<file path="config.mk">
export PLATFORM = sky130hd
export DESIGN_NAME = scoreboard_ctrl
export DESIGN_NICKNAME = d
export VERILOG_FILES = /design/src/rtl/scoreboard_ctrl.sv
export SDC_FILE = /design/constraint.sdc
export NUM_CORES = 1
export LEC_CHECK = 0
export ABC_AREA = 1
export BUFFER_PORTS_ARGS = -buffer_cell sky130_fd_sc_hd__buf_2
export CORE_UTILIZATION = 30
export DETAILED_ROUTE_END_ITERATION = 8
export GPL_ROUTABILITY_DRIVEN = 0
export SYNTH_ARGS = -nofsm -noshare
export SYNTH_HDL_FRONTEND = slang
export SYNTH_SLANG_ARGS = --single-unit
</file>
<file path="constraint.sdc">
create_clock -name clk -period 4.2 [get_ports clk]
set_input_delay 0.42 -clock clk [delete_from_list [all_inputs] [get_ports clk]]
set_output_delay 0.42 -clock clk [all_outputs]
set_load 0.005 [all_outputs]
</file>
<file path="src/rtl/scoreboard_ctrl.sv">
// scoreboard_ctrl: CDC6600-style scoreboard sequencing NUM_FU units through issue, read-operands, execute, write-back.
// Define SCOREBOARD_PERF_EN to build the saturating issue-stall counter; otherwise stall_cnt is tied to zero.
module scoreboard_ctrl #(
    parameter int NUM_FU   = 5,
    parameter int NUM_REGS = 32,
    parameter int FU_W     = 3
) (
    input  logic              clk,
    input  logic              rst,
    input  logic              issue_valid,
    input  logic [FU_W-1:0]   issue_fu,
    input  logic              issue_we,
    input  logic [4:0]        issue_rd,
    input  logic [4:0]        issue_rs1,
    input  logic [4:0]        issue_rs2,
    output logic              issue_ready,
    output logic [NUM_FU-1:0] ro_grant,
    input  logic [NUM_FU-1:0] fu_done,
    output logic              wb_valid,
    output logic [FU_W-1:0]   wb_fu,
    output logic [4:0]        wb_rd,
    output logic [NUM_FU-1:0] fu_busy,
    output logic [31:0]       stall_cnt
);
    typedef enum logic [1:0] {IDLE, ISSUED, EXEC, DONE} state_t;
    state_t            st  [NUM_FU];
    logic [4:0]        fi  [NUM_FU];
    logic [4:0]        fj  [NUM_FU];
    logic [4:0]        fk  [NUM_FU];
    logic [FU_W-1:0]   qj  [NUM_FU];
    logic [FU_W-1:0]   qk  [NUM_FU];
    logic [FU_W-1:0]   rrs [NUM_REGS];
    logic [NUM_FU-1:0] rj, rk, elig;
    logic [FU_W-1:0]   src1_q, src2_q, wb_tag;
    logic              byp1, byp2, issue_go;

    always_comb begin
        for (int f = 0; f < NUM_FU; f++) begin
            fu_busy[f]  = st[f] != IDLE;
            ro_grant[f] = st[f] == ISSUED && rj[f] && rk[f];
            elig[f]     = st[f] == DONE;
            // x0 is never a WAR hazard, so non-writing units retire freely
            for (int g = 0; g < NUM_FU; g++)
                if (st[g] == ISSUED && fi[f] != '0 &&
                    ((fj[g] == fi[f] && rj[g]) || (fk[g] == fi[f] && rk[g])))
                    elig[f] = 1'b0;
        end
        wb_valid = |elig;
        wb_fu    = '0;
        for (int f = NUM_FU - 1; f >= 0; f--)
            if (elig[f]) wb_fu = FU_W'(f);
        wb_rd       = fi[wb_fu];
        wb_tag      = wb_fu + FU_W'(1);
        src1_q      = rrs[issue_rs1];
        src2_q      = rrs[issue_rs2];
        byp1        = wb_valid && src1_q == wb_tag;
        byp2        = wb_valid && src2_q == wb_tag;
        issue_ready = 32'(issue_fu) < NUM_FU && st[issue_fu] == IDLE &&
                      !(issue_we && issue_rd != '0 && rrs[issue_rd] != '0);
        issue_go    = issue_valid && issue_ready;
    end

    always_ff @(posedge clk or negedge rst) begin
        if (!rst) begin
            for (int f = 0; f < NUM_FU; f++) begin
                st[f] <= IDLE;
                fi[f] <= '0;
                fj[f] <= '0;
                fk[f] <= '0;
                qj[f] <= '0;
                qk[f] <= '0;
            end
            for (int r = 0; r < NUM_REGS; r++)
                rrs[r] <= '0;
            rj <= '0;
            rk <= '0;
        end else begin
            if (wb_valid && rrs[wb_rd] == wb_tag)
                rrs[wb_rd] <= '0;
            for (int f = 0; f < NUM_FU; f++) begin
                if (wb_valid && qj[f] == wb_tag) begin
                    rj[f] <= 1'b1;
                    qj[f] <= '0;
                end
                if (wb_valid && qk[f] == wb_tag) begin
                    rk[f] <= 1'b1;
                    qk[f] <= '0;
                end
                if (ro_grant[f]) begin
                    st[f] <= EXEC;
                    rj[f] <= 1'b0;
                    rk[f] <= 1'b0;
                end else if (st[f] == EXEC && fu_done[f]) begin
                    st[f] <= DONE;
                end else if (wb_valid && wb_fu == FU_W'(f)) begin
                    st[f] <= IDLE;
                end else if (issue_go && issue_fu == FU_W'(f)) begin
                    st[f] <= ISSUED;
                    fi[f] <= issue_we ? issue_rd : '0;
                    fj[f] <= issue_rs1;
                    fk[f] <= issue_rs2;
                    qj[f] <= byp1 ? '0 : src1_q;
                    qk[f] <= byp2 ? '0 : src2_q;
                    rj[f] <= src1_q == '0 || byp1;
                    rk[f] <= src2_q == '0 || byp2;
                end
            end
            if (issue_go && issue_we && issue_rd != '0)
                rrs[issue_rd] <= issue_fu + FU_W'(1);
        end
    end

`ifdef SCOREBOARD_PERF_EN
    always_ff @(posedge clk or negedge rst) begin
        if (!rst)
            stall_cnt <= '0;
        else if (issue_valid && !issue_ready && stall_cnt != '1)
            stall_cnt <= stall_cnt + 32'd1;
    end
`else
    assign stall_cnt = '0;
`endif
endmodule

</file>
==> results by group <==
Global routing
  – Global-route met3 utilization: 5.118%
  – Wire length of the first global-routing pass: approximately 120000 µm
  – Via count of the first global-routing pass: roughly 20000
  – GRT Total Usage: between 20 and 30%
  – Routing layer with the top usage in global route: met2
  – Global routing usage on met2: 37.75%
  – Global-route congestion overflow total: 0
  – Number of antenna violations at the first check in global routing: 3
  – GR met1 Demand/Resource: between 30% and 40%
  – Pin count of the biggest net entering global routing: 77

Timing
  – Worst Hold Slack: roughly 0.11 ns
  – Final setup slack of the worst path: -0.06473 ns
  – Transition time at the pin with the least slew margin: 1.052 ns
  – Period Utilization, post-route: 101.5%
  – Final setup violation count: 75
  – Setup repair after global routing missed its margin: yes
  – Max Clock Skew: 0.01861 ns
  – Max-slew headroom at the worst pin: 29.79%
  – Count of final hold-check violations: 0
  – FMAX: between 200 and 250 MHz
  – Number of slew-limit violations in the final report: 0
  – Minimum period implied by the final worst setup slack: around 4.3 ns

CTS
  – Master cell of the clock root buffer: clkbuf_16
  – Maximum root-to-sink buffer count: 3
  – H-Tree Level Count: 1
  – Clock insertion delay at the later pin of the skew report: between 0.5 and 0.6 ns
  – Clock buffer count from CTS: 28
  – Number of sinks handled by clock tree synthesis: around 220
  – TritonCTS clock tree: done
  – Clock transition at the registers of the reported paths: roughly 0.06 ns

Routing
  – Detailed-route via count: roughly 23000
  – Remaining antenna violation count after routing: 0
  – Routed wire length: between 80000 and 90000 µm
  – Initial DRT Pass Iterations: 9
  – Routed wirelength normalized by instance count: about 21 µm
  – Starting DRT DRC Count: 3073
  – Residual DRC: 0
  – Vias per std cell: between 5 and 6

Final layout
  – Number of nets at the end of the flow: 3277
  – Layout Cells excl Fill: roughly 4100
  – Post-route design area: 0.02335 mm²
  – Layout cells sized above 1: 17.17%
  – Multi-input logic area: approximately 0.012 mm²
  – Area taken by flip-flops and latches: ~0.0055 mm²
  – Synth-to-layout area growth: 24.20%
  – Filler instances: between 6000 and 7000

Die
  – Floorplan die height: between 200 and 300 µm
  – Chip width: ~250 µm
  – Placement Rows: between 90 and 100
  – Initial standard-cell utilization of the core: slightly above 30%
  – Top-level I/O count: between 70 and 80
  – Die Footprint: roughly 0.064 mm²
  – CORE AREA: 0.06183 mm²

Yosys
  – Number of synthesized flops with an enable pin: 0
  – Proportion of register bits with asynchronous set or reset after synthesis: 100.0%
  – Post-synth top area cell: dfrtp_1
  – Number of standard cells after synthesis: about 3100
  – Share of the synthesized area in the top cell type: slightly below 30%
  – Number of distinct library cells after synthesis: 47
  – Average cell area after synthesis: 6.017 µm²
  – Most used flip-flop cell after synthesis: dfrtp_1
  – Biggest area contributors in the synthesized netlist: dfrtp_1, nand2_1, nand3_1
  – Sequential area share after synthesis: roughly 29%
  – YS warnings: 0
  – Post-synthesis instance area: 0.01880 mm²
  – Yosys reg bits: about 220

Run
  – Maximum Capacitance Violations: 0

Min path
  – Hold Crit Depth: 3
  – Type of the most critical hold path: primary input to flop

Worst setup path
  – Worst path top cell family by delay: simple AND/OR/NAND/NOR gates
  – Worst reg-to-reg path cell count: 34
  – Slowest cell on the critical path: dfrtp_2
  – Critical Path Stages: 34
  – Critical Setup Path Class: flop to flop
  – CP max stage delay: 0.48 ns
  – Crit-path most repeated cell: nand2_1
  – Worst-path maximum fanout: 9
  – Sort of element at the end of the critical path: flop
  – CP arrival: around 4.7 ns
  – Critical path data required time: 4.66 ns
  – Startpoint kind of the worst setup timing path: flop
  – Buffers plus inverters on the worst setup path: 6

Placement
  – Placed instance area: between 0.02 and 0.025 mm²
  – Worst Setup Slack post-DPL: -0.1639 ns
  – Port Buffers: 46
  – Final HPWL DP: between 50000 and 60000 µm
  – Cell count after placement: between 4000 and 5000

Status
  – Failing checks: negative setup slack
  – Status: finished with violations
-- tightest hold or removal path: cells and delay by family --
| kind | cells | cell delay (ns) |
|---|---|---|
| AOI/OAI and AO/OA | 1 | 0.10 |
| buffers and inverters | 1 | 0.09 |
| and+or+nand+nor | 1 | 0.06 |
-- metal layers --
| metal | part of all wire (%) | vias up |
|---|---|---|
| li1 | - | 10380 |
| met2 | 43 | 1490 |
| met4 | 5.9 | 2 |
| met5 | 0.015 | - |
| met1 | 40 | 10430 |
| met3 | 12 | 339 |
-- synth_stat cells (11+ instances only) --
cell type  instances
nand2_1          897
nand3_1          446
nor2_1           375
o21ai_0          266
inv_1            245
dfrtp_1          221
a21oi_1          123
clkbuf_1          93
buf_2             57
buf_4             54
nand4_1           42
nor3_1            41
a31oi_1           31
xor2_1            29
o22ai_1           22
xnor2_1           18
o21ai_1           17
inv_2             16
nor4_1            16
o211ai_1          14
nand3b_1          13
buf_6             11
-- worst paths after layout --
path | start | endpoint | slack (ns)
min in group asynchronous | rst | fj[1] | 0.40
max in group asynchronous | rst | rrs[79] | 2.73
setup reg to reg | fi[12] | rrs[44] | -0.06
hold reg to reg | rrs[54] | rrs[54] | 0.48
setup / recovery | fi[12] | rrs[44] | -0.06
hold / removal | fu_done[3] | st[3] | 0.11
-- timing repair --
| item | 4_1_cts | 5_1_grt |
|---|---|---|
| hold buffers | 1 | 0 |
| resized for setup | 3 | 255 |
| hold endpoints to repair | 73 | 0 |
| buffers inserted | 5 | 16 |
| endpoints found under the setup margin | 96 | 116 |
| cloned | 0 | 24 |
| pin swaps | 1 | 44 |
-- cell usage in the layout, fill, tap and decap left out, types with 17 or more instances in the layout --
master and instances:
nand2_4 32, nor3_1 38, dfrtp_1 214, nand3_1 388, a31oi_1 31, buf_4 175, o21ai_1 17, nand2_2 67
nand4_1 42, o21ai_0 265, buf_2 45, nor2_1 360, a21oi_1 120, inv_1 238, nand3_2 61, conb_1 32
xor2_1 29, clkbuf_16 43, buf_12 29, xnor2_1 18, nand2_1 805, o22ai_1 22
-- flip-flops by register name, indices dropped and copies added, names as in the netlist --
signal  count
fj         25
fi         25
rrs        96
rk          5
st         10
qk         15
rj          5
qj         15
fk         25
-- area by class of cell --
class / instances / share of cell area, %
multi-input combinational: 2437 / 51.36
sequential: 221 / 23.73
inverter: 271 / 4.480
tap: 837 / 4.486
clock inverter: 11 / 0.7074
antenna: 2 / 0.02144
timing repair inverter: 1 / 0.03216
clock buffer: 40 / 3.628
timing repair buffer: 281 / 11.55
-- cells by family (layout without fill, tap and decap cells) --
family,after synthesis,in the layout,synth area share (%)
AO/OA/AOI/OAI,496,496,14.22
AND/OR/NAND/NOR,1851,1853,41.64
other,1,34,0.01995
XOR/XNOR,47,47,2.190
adder cells (fa/ha/maj),9,9,0.5991
flip-flops,221,221,29.42
buffers and inverters,499,604,11.91
-- per-stage QoR --
step | utilization (%) | setup TNS, ns
6_report | 37.76 | -2.177
5_1_grt | 37.76 | -16.15
2_1_floorplan | - | 0
3_3_place_gp | 33.57 | -9.500
4_1_cts | 35.30 | 0
3_5_place_dp | 33.57 | -12.69
Power is not shown: default switching activity piles up to over one toggle a cycle in this logic, so the estimate is an artifact.
